==> src/rtl/aes_uart_pkg.sv <==
// Shared constants and types for the UART-fed AES decryption frame loader.
package aes_uart_pkg;
    localparam int         BLK_W    = 128;
    localparam logic [7:0] HDR_KEY  = 8'h4B;
    localparam logic [7:0] HDR_DATA = 8'h44;

    typedef enum logic [2:0] {IDLE, KEY, DATA, SETTLE, HOLD} ld_state_e;
endpackage

==> src/rtl/aes_dec_frame_loader_if.sv <==
// Loader bus: UART RX bytes in, key/ciphertext to the decryptor, plaintext out
// with a valid/ready handshake. master = loader side, slave = surroundings.
interface aes_dec_frame_loader_if;
    import aes_uart_pkg::*;

    logic [7:0]       rx_data;
    logic             rx_valid;
    logic [BLK_W-1:0] key_out;
    logic [BLK_W-1:0] cipher_out;
    logic [BLK_W-1:0] dec_data_in;
    logic [BLK_W-1:0] plain_out;
    logic             out_valid;
    logic             out_ready;
    logic             key_loaded;
    logic             busy;
    logic             err;

    modport master (
        input  rx_data, rx_valid, dec_data_in, out_ready,
        output key_out, cipher_out, plain_out, out_valid, key_loaded, busy, err
    );
    modport slave (
        output rx_data, rx_valid, dec_data_in, out_ready,
        input  key_out, cipher_out, plain_out, out_valid, key_loaded, busy, err
    );
endinterface

==> src/rtl/aes_shift128.sv <==
// Byte shift register feeding a 128-bit block, first byte ending up in [127:120].
module aes_shift128
    import aes_uart_pkg::*;
(
    input  logic             clk,
    input  logic             rst_n,
    input  logic             shift_en,
    input  logic [7:0]       din,
    output logic [BLK_W-1:0] q
);
    // Only 15 bytes are stored; the incoming byte is appended combinationally
    // so the full block is available on the same cycle as its last byte.
    logic [BLK_W-9:0] sh;

    always_ff @(posedge clk or negedge rst_n) begin
        if (!rst_n)        sh <= '0;
        else if (shift_en) sh <= {sh[BLK_W-17:0], din};
    end

    assign q = {sh, din};
endmodule

==> src/rtl/aes_dec_frame_loader.sv <==
// Frames UART bytes into key/ciphertext blocks for a combinational AES decryptor,
// waits SETTLE_CYCLES, then offers the plaintext. Optional: AES_LOADER_TIMEOUT_EN.
module aes_dec_frame_loader
    import aes_uart_pkg::*;
#(
    parameter int SETTLE_CYCLES  = 4,
    parameter int TIMEOUT_CYCLES = 1000000
) (
    input  logic                   clk,
    input  logic                   rst_n,
    aes_dec_frame_loader_if.master bus
);
    if (SETTLE_CYCLES < 1 || SETTLE_CYCLES > 15 || TIMEOUT_CYCLES < 1) begin : g_param_chk
        $error("aes_dec_frame_loader: SETTLE_CYCLES must be 1..15, TIMEOUT_CYCLES >= 1");
    end

    ld_state_e        state, state_nxt;
    logic [3:0]       byte_cnt, settle_cnt;
    logic [BLK_W-1:0] key_blk, cipher_blk, key_q, cipher_q, plain_q;
    logic             out_valid_q, key_loaded_q, err_q;
    logic             err_nxt, key_commit, cipher_commit, plain_capture, out_clear;
    logic             in_frame, timeout_hit;

    assign in_frame = (state == KEY) || (state == DATA);

    aes_shift128 u_key_sh (
        .clk(clk), .rst_n(rst_n), .shift_en((state == KEY) && bus.rx_valid),
        .din(bus.rx_data), .q(key_blk)
    );
    aes_shift128 u_cipher_sh (
        .clk(clk), .rst_n(rst_n), .shift_en((state == DATA) && bus.rx_valid),
        .din(bus.rx_data), .q(cipher_blk)
    );

`ifdef AES_LOADER_TIMEOUT_EN
    localparam int TO_W = $clog2(TIMEOUT_CYCLES + 1);
    logic [TO_W-1:0] idle_cnt;

    assign timeout_hit = in_frame && !bus.rx_valid && (idle_cnt == TO_W'(TIMEOUT_CYCLES - 1));

    always_ff @(posedge clk or negedge rst_n) begin
        if (!rst_n)                                       idle_cnt <= '0;
        else if (in_frame && !bus.rx_valid && !timeout_hit) idle_cnt <= idle_cnt + TO_W'(1);
        else                                              idle_cnt <= '0;
    end
`else
    assign timeout_hit = 1'b0;
`endif

    always_ff @(posedge clk or negedge rst_n) begin
        if (!rst_n) state <= IDLE;
        else        state <= state_nxt;
    end

    always_comb begin
        state_nxt     = state;
        err_nxt       = 1'b0;
        key_commit    = 1'b0;
        cipher_commit = 1'b0;
        plain_capture = 1'b0;
        out_clear     = 1'b0;
        case (state)
            IDLE: if (bus.rx_valid) begin
                if (bus.rx_data == HDR_KEY)                        state_nxt = KEY;
                else if (bus.rx_data == HDR_DATA && key_loaded_q) state_nxt = DATA;
                else                                               err_nxt   = 1'b1;
            end
            KEY: if (bus.rx_valid) begin
                if (byte_cnt == 4'd15) begin
                    key_commit = 1'b1;
                    state_nxt  = IDLE;
                end
            end else if (timeout_hit) begin
                err_nxt   = 1'b1;
                state_nxt = IDLE;
            end
            DATA: if (bus.rx_valid) begin
                if (byte_cnt == 4'd15) begin
                    cipher_commit = 1'b1;
                    state_nxt     = SETTLE;
                end
            end else if (timeout_hit) begin
                err_nxt   = 1'b1;
                state_nxt = IDLE;
            end
            SETTLE: begin
                err_nxt = bus.rx_valid;
                // Capture on the last settle cycle so the register sees the
                // decryptor output after exactly SETTLE_CYCLES stable cycles.
                if (settle_cnt <= 4'd1) begin
                    plain_capture = 1'b1;
                    state_nxt     = HOLD;
                end
            end
            HOLD: begin
                err_nxt = bus.rx_valid;
                if (out_valid_q && bus.out_ready) begin
                    out_clear = 1'b1;
                    state_nxt = IDLE;
                end
            end
            default: state_nxt = IDLE;
        endcase
    end

    always_ff @(posedge clk or negedge rst_n) begin
        if (!rst_n) begin
            byte_cnt     <= '0;
            settle_cnt   <= '0;
            key_q        <= '0;
            cipher_q     <= '0;
            plain_q      <= '0;
            out_valid_q  <= 1'b0;
            key_loaded_q <= 1'b0;
            err_q        <= 1'b0;
        end else begin
            err_q <= err_nxt;
            if (in_frame && bus.rx_valid)    byte_cnt <= byte_cnt + 4'd1;
            else if (!in_frame || timeout_hit) byte_cnt <= '0;
            if (key_commit) begin
                key_q        <= key_blk;
                key_loaded_q <= 1'b1;
            end
            if (cipher_commit) begin
                cipher_q   <= cipher_blk;
                settle_cnt <= 4'(SETTLE_CYCLES);
            end else if (state == SETTLE) begin
                settle_cnt <= settle_cnt - 4'd1;
            end
            if (plain_capture) begin
                plain_q     <= bus.dec_data_in;
                out_valid_q <= 1'b1;
            end else if (out_clear) begin
                out_valid_q <= 1'b0;
            end
        end
    end

    assign bus.key_out    = key_q;
    assign bus.cipher_out = cipher_q;
    assign bus.plain_out  = plain_q;
    assign bus.out_valid  = out_valid_q;
    assign bus.key_loaded = key_loaded_q;
    assign bus.busy       = (state == SETTLE) || (state == HOLD);
    assign bus.err        = err_q;
endmodule

==> src/flat_wrapper.sv <==
// flat-port wrapper written by rule: the top's interface ports become plain ports
module aes_dec_frame_loader_flat import aes_uart_pkg::*;
#(
    parameter int SETTLE_CYCLES  = 4,
    parameter int TIMEOUT_CYCLES = 1000000
)
  (clk, rst_n, bus_rx_data, bus_rx_valid, bus_dec_data_in, bus_out_ready, bus_key_out, bus_cipher_out, bus_plain_out, bus_out_valid, bus_key_loaded, bus_busy, bus_err);
  aes_dec_frame_loader_if bus_i ();
  input  logic clk;
  input  logic rst_n;
  input wire logic [$bits(bus_i.rx_data)-1:0] bus_rx_data;
  input wire logic [$bits(bus_i.rx_valid)-1:0] bus_rx_valid;
  input wire logic [$bits(bus_i.dec_data_in)-1:0] bus_dec_data_in;
  input wire logic [$bits(bus_i.out_ready)-1:0] bus_out_ready;
  output wire logic [$bits(bus_i.key_out)-1:0] bus_key_out;
  output wire logic [$bits(bus_i.cipher_out)-1:0] bus_cipher_out;
  output wire logic [$bits(bus_i.plain_out)-1:0] bus_plain_out;
  output wire logic [$bits(bus_i.out_valid)-1:0] bus_out_valid;
  output wire logic [$bits(bus_i.key_loaded)-1:0] bus_key_loaded;
  output wire logic [$bits(bus_i.busy)-1:0] bus_busy;
  output wire logic [$bits(bus_i.err)-1:0] bus_err;
  assign bus_i.rx_data = bus_rx_data;
  assign bus_i.rx_valid = bus_rx_valid;
  assign bus_i.dec_data_in = bus_dec_data_in;
  assign bus_i.out_ready = bus_out_ready;
  assign bus_key_out = bus_i.key_out;
  assign bus_cipher_out = bus_i.cipher_out;
  assign bus_plain_out = bus_i.plain_out;
  assign bus_out_valid = bus_i.out_valid;
  assign bus_key_loaded = bus_i.key_loaded;
  assign bus_busy = bus_i.busy;
  assign bus_err = bus_i.err;
  aes_dec_frame_loader #(.SETTLE_CYCLES(SETTLE_CYCLES), .TIMEOUT_CYCLES(TIMEOUT_CYCLES)) u_core (.clk(clk), .rst_n(rst_n), .bus(bus_i));
endmodule
==> config.mk <==
export PLATFORM = sky130hd
export DESIGN_NAME = aes_dec_frame_loader_flat
export DESIGN_NICKNAME = d
export VERILOG_FILES = /design/src/rtl/aes_uart_pkg.sv /design/src/rtl/aes_dec_frame_loader_if.sv /design/src/rtl/aes_shift128.sv /design/src/rtl/aes_dec_frame_loader.sv /design/src/flat_wrapper.sv
export SDC_FILE = /design/constraint.sdc
export NUM_CORES = 1
export LEC_CHECK = 0
export CAP_MARGIN = 20
export CORE_ASPECT_RATIO = 0.9
export CORE_UTILIZATION = 55
export CTS_CLUSTER_DIAMETER = 40
export DETAILED_ROUTE_END_ITERATION = 8
export PLACE_DENSITY = 0.95
export SYNTH_ARGS = -nofsm -noshare
export SYNTH_HDL_FRONTEND = slang
export SYNTH_SLANG_ARGS = --single-unit
==> constraint.sdc <==
create_clock -name clk -period 4.4 [get_ports clk]
set_clock_uncertainty 0.05 [all_clocks]
set_input_delay 0.66 -clock clk [delete_from_list [all_inputs] [get_ports clk]]
set_output_delay 0.66 -clock clk [all_outputs]
set_load 0.03 [all_outputs]
Yosys cells after proc, flatten, opt, wreduce, memory -nomap -nowiden

Cells that the tools add are included.
Widths: inputs -> output; s select.

Add/subtract/negate cells: 2
Reductions and logical operators: 12
$lt $le $gt $ge: 1
Mux-type cells: 28
Equal/unequal tests: 16

Operators with widths:

| cell                | number |
|---|---|
| $mux 3              | 9 |
| $eq 8x7->1 const B  | 2 |
| $mux 4              | 4 |
| $pmux 3 s5          | 1 |
| $mux 1              | 13 |
| $ne 2x2->1 const B  | 6 |
| $reduce_and 8->1    | 1 |
| $eq 3x2->1 const B  | 2 |
| $logic_and 1x1->1   | 5 |
| $add 4x1->4 const B | 1 |
| $eq 4x4->1 const B  | 1 |
| $le 4x1->1 const B  | 1 |
| $ne 2x1->1 const B  | 2 |
| $reduce_bool 2->1   | 2 |
| $sub 4x1->4 const B | 1 |
| $eq 3x1->1 const B  | 1 |
| $eq 3x3->1 const B  | 1 |
| $logic_not 3->1     | 1 |
| $ne 3x1->1 const B  | 1 |
| $logic_or 1x1->1    | 2 |
| $pmux 1 s2          | 1 |
| $reduce_or 2->1     | 1 |

Output and inout bits: 388
Word-level logic and storage cells: 70
Input bits: 140
Register bits: 638

Logic depth before layout (Yosys ltp)

Word-level depth: 6
Mapped depth: 9
Mapped depth without buffers: 7

Hierarchy

A second synthesis with hierarchy kept.

Cells, all modules: 1687
Area total of the unflattened synthesis: 24766.3 µm²

Modules (own cells, without submodules):

| module               | instances | area an instance (µm²) | cells an instance |
|---|---|---|---|
| aes_dec_frame_loader | 1         | 15670.0                | 1165 |
| aes_shift128         | 2         | 4548.1                 | 261 |

Least setup slack after synthesis

OpenSTA, ideal clock, no wires.

Path kind: input to register
From: input port bus_rx_valid
To: register u_core.cipher_q[100], in the netlist u_core.bus.cipher_out[100]
Cell stages on the path: 8
Setup slack: 2223 ps
Path buffers: 5
Arrival time: 2001 ps
Setup time: 125 ps
Path through: buf_2 -> and3_4 -> buf_6 -> and4_4 -> buf_6 -> buf_12 -> buf_12 -> mux2_4

Cells in the longest elaborated chain, start to end: 2

Ends and longest elaborated chain:

| element              | RTL line                    | text |
|---|---|---|
| from (decl)          | flat_wrapper.sv:12          | `input wire logic [$bits(bus_i.rx_valid)-1:0] bus_rx_valid;` |
| $mux 1               | -                           |  |
| $mux 1               | aes_dec_frame_loader.sv:62  | `case (state)` |
| to (signal assigned) | aes_dec_frame_loader.sv:125 | `cipher_q <= cipher_blk;` |
| to (decl)            | aes_dec_frame_loader.sv:19  | `logic [BLK_W-1:0] key_blk, cipher_blk, key_q, cipher_q, plain_q;` |

No other way between the ends.
A chain may end at the register's enable or synchronous reset.

Final worst setup path

From: register u_core.state[1]
To: output port bus_busy

Cells in the longest elaborated chain, start to end: 2
Elaborated cells on any way between the ends: 3
Classes of those cells: eq/ne: 2; reduce/logical: 1

Ends and longest elaborated chain:

| element                                  | RTL line                    | text |
|---|---|---|
| from (decl)                              | aes_dec_frame_loader.sv:17  | `ld_state_e state, state_nxt;` |
| from (signal assigned)                   | aes_dec_frame_loader.sv:52  | `else state <= state_nxt;` |
| $eq 3x2->1 or $eq 3x3->1 (tied branches) | aes_dec_frame_loader.sv:144 | `assign bus.busy = (state == SETTLE) \|\| (state == HOLD);` |
| $logic_or 1x1->1 *                       | aes_dec_frame_loader.sv:144 |  |
| to (decl)                                | flat_wrapper.sv:20          | `output wire logic [$bits(bus_i.busy)-1:0] bus_busy;` |

Every way passes the cells marked *; elsewhere a longest branch is shown, timed or not.

==> results by group <==
Status
  • Run status: complete, no violations

Synth
  • Netlist Area Pre-Place: ~24000 um^2
  • Ys Warns: 0
  • Synth Net Count: 1545
  • Yosys top cell area share: between 60% and 70%
  • Top post-synthesis cells by area: dfrtp_1 (66%), mux2_2 (20%), mux2_1 (5.1%)
  • Most frequent cells after synthesis: dfrtp_1 (638), mux2_2 (439), mux2_1 (109)
  • Sequential-to-total area share from yosys stat: 65.7%
  • Async SR Flop Fraction: 100%
  • Mapped Avg Cell Area: 17.3 um^2
  • Top-count cell post-synth: dfrtp_1
  • Flops & latches, synth: approximately 640
  • Post-synth top flop: dfrtp_1
  • Most area-hungry cell type in the Yosys netlist: dfrtp_1
  • Number of flops mapped to enable cells by yosys: 0
  • Synthesized instance count: between 1000 and 1500
  • Distinct cells, synth: 45

Routing
  • Initial DRC count: 751
  • Via count: 14100
  • Final wirelength: 63.5 mm
  • Remaining DRCs: 0
  • ANT nets after route: 0
  • Pre-antenna DRT Iters: 4
  • Post-DR vias/cell: roughly 5.5
  • Avg WL per Cell: about 25 um

GRT
  • Largest net degree at the start of global routing: 121
  • Grt total ovfl: 0
  • Vias in the first global route: around 16000
  • First-pass GRT wire length: between 90 and 100 mm
  • Antenna violations before repair: 3
  • GRT Util Overall: between 20% and 30%

Power and ir drop
  • Worst vdd ir: ~0.40 mV
  • Pleak: between 15 and 20 nW
  • PD cells: ~520 nW/um^2

Setup path
  • Crit path kind: reg -> out
  • Most used cell, CP: nand2_1
  • Max incr delay on CP: 0.76 ns
  • Critical-path cell list: nand2_1, or2_2, nand2_1, clkdlybuf4s50_1
  • CP max-delay cell: clkdlybuf4s50_1
  • Crit-path max FO: 10
  • Worst Setup Start Kind: flip-flop
  • Req. time, crit path: ~3.7 ns
  • Critical Path AT: 2.44 ns
  • Setup crit end kind: primary output

CTS
  • Post_cts resized: 0
  • CTS tree: done
  • Setup bufs post-CTS: 0
  • CTS Buffer Depth: 3
  • CTS Sinks: around 640
  • H-tree Lvls: 3
  • Clock slew at reported path FFs: 0.07 ns
  • CTS root buf: clkbuf_16
  • # hold bufs at CTS: 0
  • CTS Buf Count: 75
  • Clk Latency, worst-skew pair: about 0.60 ns

Floorplanning
  • Core Box Area: 43200 um^2
  • Die Wd: between 200 and 250 um
  • Starting Density: approximately 56%
  • Die height: 201 um
  • Num ports: ~530
  • Die area: 45000 um^2
  • FP Rows: between 70 and 80

STA
  • Max Slew Vio Count: 0
  • Minimum clock period: 3.15 ns
  • Post-route setup TNS: 0 ns
  • Slew @ Worst Pin: 0.882 ns
  • Final setup viols: 0
  • RSZ-0062 raised after global routing: no
  • Final Hold Viols: 0
  • Slew HR: 39.7%
  • Final period util: roughly 72%
  • Max Freq: about 320 MHz

Place
  • Dpl cells: approximately 2400
  • Post-DP Area: approximately 30000 um^2
  • PortBufs: roughly 530
  • Gp weighted congestion: around 0.93
  • Post-DP HPWL: 41.3 mm

Cells and area
  • Finished Cell Area: about 33000 um^2
  • Fraction of layout cells with a size suffix above 1: 33.6%
  • Area added between synthesis and finish: 34.2%
  • Finished Layout Cells: ~2600
  • Filler instances: between 2000 and 2500
  • Nets: 2095

Run
  • Max-Cap Viols: 0

Hold path
  • Min-Delay Path Class: in -> async
## per-layer routing
| metal | up-vias | track usage, % | part of all wire [%] |
|---|---|---|---|
| li1 | 6104 | - | - |
| met1 | 7393 | 33.7 | 38 |
| met2 | 493 | 50.3 | 52 |
| met3 | 121 | 7.99 | 6.8 |
| met4 | 2 | 10.9 | 3.6 |
| met5 | - | 0 | 0.020 |
## state kept, by name (all words and copies together) (netlist names)
signal                 count
u_core.bus.cipher_out    128
u_core.bus.err             1
u_core.bus.key_loaded      1
u_core.bus.key_out       128
u_core.bus.out_valid       1
u_core.bus.plain_out     128
u_core.byte_cnt            4
u_core.settle_cnt          4
u_core.state               3
u_core.u_cipher_sh.sh    120
u_core.u_key_sh.sh       120
## cells in the final DEF, fill, tap and decap left out, drive strengths merged, types with 2 or more instances in the layout
cell	instances
and3	2
and4	2
buf	21
bufinv	7
clkbuf	96
clkdlybuf4s50	526
clkinv	16
clkinvlp	7
dfrtp	638
ha	3
inv	16
mux2	624
nand2	9
nand2b	2
nand4	2
nor2	12
nor3	2
o21ai	2
or2	2
xnor2	3
xor2	3
## path summary, 6_finish.rpt
| kind | start | end | slack [ns] | cells past startpoint |
|---|---|---|---|---|
| setup reg to reg | u_core.settle_cnt[0] | u_core.bus.plain_out[45] | 1.66 | 7 |
| min in group clk | u_core.bus.key_out[91] | u_core.bus.key_out[91] | 0.43 | 1 |
| max in group asynchronous | rst_n | u_core.bus.key_out[99] | 2.98 | 2 |
| hold reg to reg | u_core.bus.key_out[91] | u_core.bus.key_out[91] | 0.43 | 1 |
| hold / removal | rst_n | u_core.bus.cipher_out[108] | 0.07 | 1 |
| setup / recovery | u_core.state[1] | bus_busy | 1.25 | 4 |
## report_power, final
group / total (mW) / leakage [nW] / internal, mW / switching (mW)
Clock: 6.45 / 1.28 / 3.88 / 2.57
Combinational: 2.82 / 5.57 / 1.47 / 1.36
Sequential: 7.55 / 8.70 / 6.77 / 0.780
## cells by family after synthesis
family          count (synthesis)  share of synthesized area, %
flops                         638                          65.7
simple gates                   41                         0.943
mux                           625                          30.1
fa+ha+maj                       3                         0.155
buf+inv                        77                          2.46
compound gates                 12                         0.356
xor+xnor                        6                         0.216
## area by class of cell
class	instances	area, um^2	area share, %
diodes	1	2.50	0.00767
clock buffers	96	2120	6.50
clock inverters	43	509	1.56
inverters	3	11.3	0.0345
multi-input cells	687	7740	23.7
flip-flops and latches	638	16000	49.0
well taps	555	694	2.13
repair buffers	547	5570	17.1
## per-stage QoR
step / total power, mW / worst slack [ns] / hold slack [ns] / util, %
after floorplan: 9.13 / 2.22 / 0.314 / -
after global placement: 10.2 / 1.17 / 0.419 / 69.3
after detailed placement: 10.4 / 1.08 / 0.424 / 69.3
after CTS: 16.9 / 1.22 / 0.100 / 75.4
after global routing: 17.4 / 1.16 / 0.0928 / 75.4
final: 16.8 / 1.25 / 0.0722 / 75.4
## worst max-delay path: cells and delay by family (launching register included)
| kind | cells | cell delay, ns |
|---|---|---|
| buf+inv | 1 | 0.76 |
| flops | 1 | 0.54 |
| simple gates | 3 | 0.54 |
Note: power is estimated with default switching activity, not from simulation.
